--- config.mk ---
export PLATFORM = sky130hd
export DESIGN_NAME = compare_iter_nb
export DESIGN_NICKNAME = d
export VERILOG_FILES = /design/src/rtl/compare_iter_nb.sv
export SDC_FILE = /design/constraint.sdc
export NUM_CORES = 1
export LEC_CHECK = 0
export CAP_MARGIN = 20
export CELL_PAD_IN_SITES_DETAIL_PLACEMENT = 1
export CELL_PAD_IN_SITES_GLOBAL_PLACEMENT = 1
export CORE_MARGIN = 2
export CORE_UTILIZATION = 51
export DETAILED_ROUTE_END_ITERATION = 12
export DONT_BUFFER_PORTS = 1
export PLACE_DENSITY = 0.88
export SYNTH_ARGS = -nofsm -noshare
export SYNTH_HDL_FRONTEND = slang
export SYNTH_SLANG_ARGS = --single-unit
--- constraint.sdc ---
create_clock -name clk_i -period 3.05 [get_ports clk_i]
set_input_delay 0.305 -clock clk_i [delete_from_list [all_inputs] [get_ports clk_i]]
set_output_delay 0.305 -clock clk_i [all_outputs]
set_load 0.02 [all_outputs]
--- src/rtl/compare_iter_nb.sv ---
// Multi-cycle RV32I comparator: scans operands MSB-first, CHUNK bits per cycle,
// and stops at the first differing chunk. Valid/ready handshakes on both sides.
module compare_iter_nb #(
  parameter int unsigned N     = 32,
  parameter int unsigned CHUNK = 8
) (
  input  logic         clk_i,
  input  logic         rst_i,
  input  logic         in_valid_i,
  output logic         in_ready_o,
  input  logic [N-1:0] a_i,
  input  logic [N-1:0] b_i,
  input  logic [2:0]   op_i,
  output logic         out_valid_o,
  input  logic         out_ready_i,
  output logic         r_o,
  output logic         illegal_o,
  output logic         busy_o
);

  localparam int unsigned NumChunks = N / CHUNK;
  localparam int unsigned IdxW      = (NumChunks > 1) ? $clog2(NumChunks) : 1;

  if ((N % CHUNK) != 0 || N < 2 || CHUNK < 1 || CHUNK > N) begin : g_param_check
    $error("compare_iter_nb: N must be a multiple of CHUNK, N >= 2, 1 <= CHUNK <= N");
  end

  localparam logic [2:0] OpEq  = 3'b000;
  localparam logic [2:0] OpNe  = 3'b001;
  localparam logic [2:0] OpLt  = 3'b100;
  localparam logic [2:0] OpGe  = 3'b101;
  localparam logic [2:0] OpLtu = 3'b110;
  localparam logic [2:0] OpGeu = 3'b111;

  typedef enum logic [1:0] {
    StIdle,
    StCmp,
    StDone
  } state_e;

  state_e            state_q, state_d;
  logic [N-1:0]      a_q, a_d;
  logic [N-1:0]      b_q, b_d;
  logic [2:0]        op_q, op_d;
  logic [IdxW-1:0]   idx_q, idx_d;
  logic              r_q, r_d;
  logic              illegal_q, illegal_d;

  logic [N-1:0]      a_sh, b_sh;
  logic [CHUNK-1:0]  chunk_a, chunk_b;
  logic              chunk_ne, chunk_lt;

  // Bring the chunk under inspection down to the bottom bits.
  assign a_sh     = a_q >> (CHUNK * int'(idx_q));
  assign b_sh     = b_q >> (CHUNK * int'(idx_q));
  assign chunk_a  = a_sh[CHUNK-1:0];
  assign chunk_b  = b_sh[CHUNK-1:0];
  assign chunk_ne = (chunk_a != chunk_b);
  assign chunk_lt = (chunk_a < chunk_b);

  function automatic logic eval_r(input logic [2:0] op, input logic eq, input logic lt);
    logic res;
    res = 1'b0;
    unique case (op)
      OpEq:         res = eq;
      OpNe:         res = ~eq;
      OpLt, OpLtu:  res = lt;
      OpGe, OpGeu:  res = ~lt;
      default:      res = 1'b0;
    endcase
    return res;
  endfunction

  always_comb begin
    state_d   = state_q;
    a_d       = a_q;
    b_d       = b_q;
    op_d      = op_q;
    idx_d     = idx_q;
    r_d       = r_q;
    illegal_d = illegal_q;

    unique case (state_q)
      StIdle: begin
        if (in_valid_i) begin
          op_d      = op_i;
          r_d       = 1'b0;
          illegal_d = 1'b0;
          if (op_i[2:1] == 2'b01) begin
            illegal_d = 1'b1;
            state_d   = StDone;
          end else begin
            a_d   = a_i;
            b_d   = b_i;
            // Biasing the sign bit turns a signed compare into an unsigned one.
            if (op_i[2:1] == 2'b10) begin
              a_d[N-1] = ~a_i[N-1];
              b_d[N-1] = ~b_i[N-1];
            end
            idx_d   = IdxW'(NumChunks - 1);
            state_d = StCmp;
          end
        end
      end

      StCmp: begin
        if (chunk_ne) begin
          r_d     = eval_r(op_q, 1'b0, chunk_lt);
          state_d = StDone;
        end else if (idx_q == '0) begin
          r_d     = eval_r(op_q, 1'b1, 1'b0);
          state_d = StDone;
        end else begin
          idx_d = idx_q - 1'b1;
        end
      end

      StDone: begin
        if (out_ready_i) begin
          state_d = StIdle;
        end
      end

      default: state_d = StIdle;
    endcase
  end

  always_ff @(posedge clk_i or posedge rst_i) begin
    if (rst_i) begin
      state_q   <= StIdle;
      a_q       <= '0;
      b_q       <= '0;
      op_q      <= '0;
      idx_q     <= '0;
      r_q       <= 1'b0;
      illegal_q <= 1'b0;
    end else begin
      state_q   <= state_d;
      a_q       <= a_d;
      b_q       <= b_d;
      op_q      <= op_d;
      idx_q     <= idx_d;
      r_q       <= r_d;
      illegal_q <= illegal_d;
    end
  end

  assign in_ready_o  = (state_q == StIdle);
  assign out_valid_o = (state_q == StDone);
  assign busy_o      = (state_q != StIdle);
  assign r_o         = r_q;
  assign illegal_o   = illegal_q;

endmodule

==> metrics <==
outcome finished clean; Mapped Cells approximately 240; #FFs+latches synth 73; H-tree Lvls 3; Placed Area roughly 3600 sq um; Sw Ratio between 30% and 40%; net switching power approximately 0.0013 W; family with the most delay on the worst path compound AO/OA/AOI/OAI gates; syn_area_per_cell ~15 sq um; worst hold path type in -> reg; via count approximately 2,000; total routed wirelength between 8000 and 9000 microns; Placed Cells 311; Post-CTS Setup Bufs 0; max incr delay on CP 540 ps; Slew @ Worst Pin approximately 520 ps; Peak VDD IR 477 uV; Overall Power roughly 0.004 W; DR iter-0 viols 130; DR vias/cell 6.11; synth warn 0; clock transition at the registers of the reported paths approximately 80 ps; DIE HEIGHT about 87 microns; sequential standard cell area between 1500 and 2000 sq um; most common cell after layout, fill and taps aside dfrtp_1; relative slew slack 65.6%; footprint of the multi-input gates around 1600 sq um; number of buffers and inverters on the critical path 1; Synth-to-Final Area Change 8.80%; Post-Syn Area ~3500 sq um; EDFF count, synth 0; WS Path Type reg -> reg; P per Cell Area about 1000 nW/um^2; antenna violations before repair 1; Longest Clk Path Bufs 2; number of global-route vias before repair between 2,000 and 2,500; die width 87.1 microns; num rows 30; TritonCTS clock tree built; hold_ws ~80 ps; CP max FO 8; Reg power frac ~44%; Routed Antenna Nets 0; Fmax achieved roughly 360 MHz; total CTS buffers 9; Wirelength per Cell ~25 microns; DIE AREA between 7000 and 8000 sq um; Startpoint Class flop; gr ovfl total 0; first-pass iteration count of the detailed router 4; Initial Utilization 52.2%; clock share of power a little over a fifth; final setup vio count 0; largest net degree at the start of global routing 38; crit share post-route about 90%; Final HPWL DP roughly 5700 microns; Worst Path Required 3270 ps; Cell Chain, Critical Path buf_4 -> mux4_2 -> ha_1 -> nand4_1 -> o41ai_1 -> a211oi_1 -> o21ai_0 -> nand3_1; Clock Sinks 73; first-pass GRT wire length approximately 13,000 microns; clk_skew 11.2 ps; min Tclk post-route 2750 ps; syn_nets ~320; Total GRT Usage 23.4%; GP Congestion ~0.8; max_cap viols 0; ratio of cells with drive above 1 in the final layout 44.0%; port bufs 0; Core Region ~6800 sq um; drt drc 0; Comb pwr share about a third; P_int approximately 0.0027 W; post-route cell area about 3800 sq um; crit end category flop; Post-synth top flop dfrtp_1; Fillers ~650; fin nets approximately 320; clk_lat worst skew ~360 ps; Pleak ~1.6 nW; fin. max-slew vios 0; setup TNS 0 ps; arrival time worst endpoint between 2000 and 3000 ps; clock root buffer clkbuf_8; synth unique cells 37; post-synthesis sequential area ratio between 50% and 60%; io pins 76; non-filler cells, final 329; most frequent cells in the layout 73 x dfrtp_1, 62 x mux2_2, 16 x mux4_2; Async S/R FF share, synth 100%; Final Hold Violating Endpoints 0; slowest CP cell dfrtp_1; unrepaired setup endpoints after global routing no
-- Yosys cell counts (3+ instances only) --
library cell / count / area [sq um]
dfrtp_1: 73 / 1830
mux2_2: 62 / 698
mux4_2: 16 / 360
inv_1: 15 / 56.3
ha_1: 9 / 113
a21oi_1: 6 / 30.0
buf_6: 6 / 67.6
nor2_1: 5 / 18.8
mux2_1: 4 / 45.0
buf_2: 3 / 15.0
nor3_1: 3 / 15.0
-- logic make-up after synthesis --
logic type / share of synthesized area, %
buffers and inverters: 4.15
DFF: 51.8
xor gates and xnor gates: 0.497
and+or+nand+nor: 5.54
adders and majority gates: 3.19
AOI/OAI and AO/OA: 3.48
muxes: 31.3
-- layout make-up --
class | count | share of cell area, %
sequential | 73 | 47.6
multi-input combinational | 137 | 40.5
clock buffer | 10 | 3.33
tap | 80 | 2.61
clock inverter | 6 | 2.35
timing repair buffer | 7 | 2.09
inverter | 15 | 1.47
antenna | 1 | 0.0653
-- worst register-to-register path, delay by kind of cell (launching register included) --
kind            cells  cell delay [ps]
compound gates      3              660
flops               1              540
simple gates        2              270
buf+inv             1              260
fa+ha+maj           1              350
mux                 1              540
-- state kept, by name (all words and copies together), names as in the netlist --
register	cells
b_q	32
r_o	1
illegal_o	1
idx_q	2
a_q	32
op_q	3
state_q	2
-- layer usage --
layer  global-route usage (%)  vias to the layer above  share of wire (%)
li1                         -                      884                  -
met1                     28.6                     1046                 39
met2                     38.4                       55                 52
met3                     6.64                       23                5.6
met4                     10.8                        2                3.6
met5                        0                        -               0.20
-- worst paths after layout --
check	start	endpoint	slack, ps	cells after the start
min	a_i[11]	a_q[11]	80	1
max in group asynchronous	rst_i	idx_q[0]	1810	3
max	idx_q[1]	r_o	300	8
min in group asynchronous	rst_i	b_q[13]	440	2
max reg2reg	idx_q[1]	r_o	300	8
min reg2reg	a_q[11]	a_q[11]	500	1
-- power by group through the flow --
stage / registers, W / clock network, W / logic [W]
floorplan: 0.00165 / 0 / 0.00117
finish: 0.00178 / 0.000843 / 0.00140
CTS: 0.00178 / 0.000855 / 0.00142
global placement: 0.00175 / 0 / 0.00129
detailed placement: 0.00178 / 0 / 0.00138
global route: 0.00184 / 0.000894 / 0.00154
-- timing repair --
| item | 4_1_cts | 5_1_grt |
|---|---|---|
| hold buffers | 1 | 0 |
| gates resized for setup | 0 | 0 |
| hold endpoints to repair | 19 | 0 |
-- through the flow --
step / util (%) / setup WS (ps)
finish: 56.8 / 301
global route: 56.8 / 68.7
CTS: 56.7 / 300
detailed placement: 53.4 / 380
global placement: 53.4 / 464
floorplan: - / 522
(Power assumes the default switching activity.)
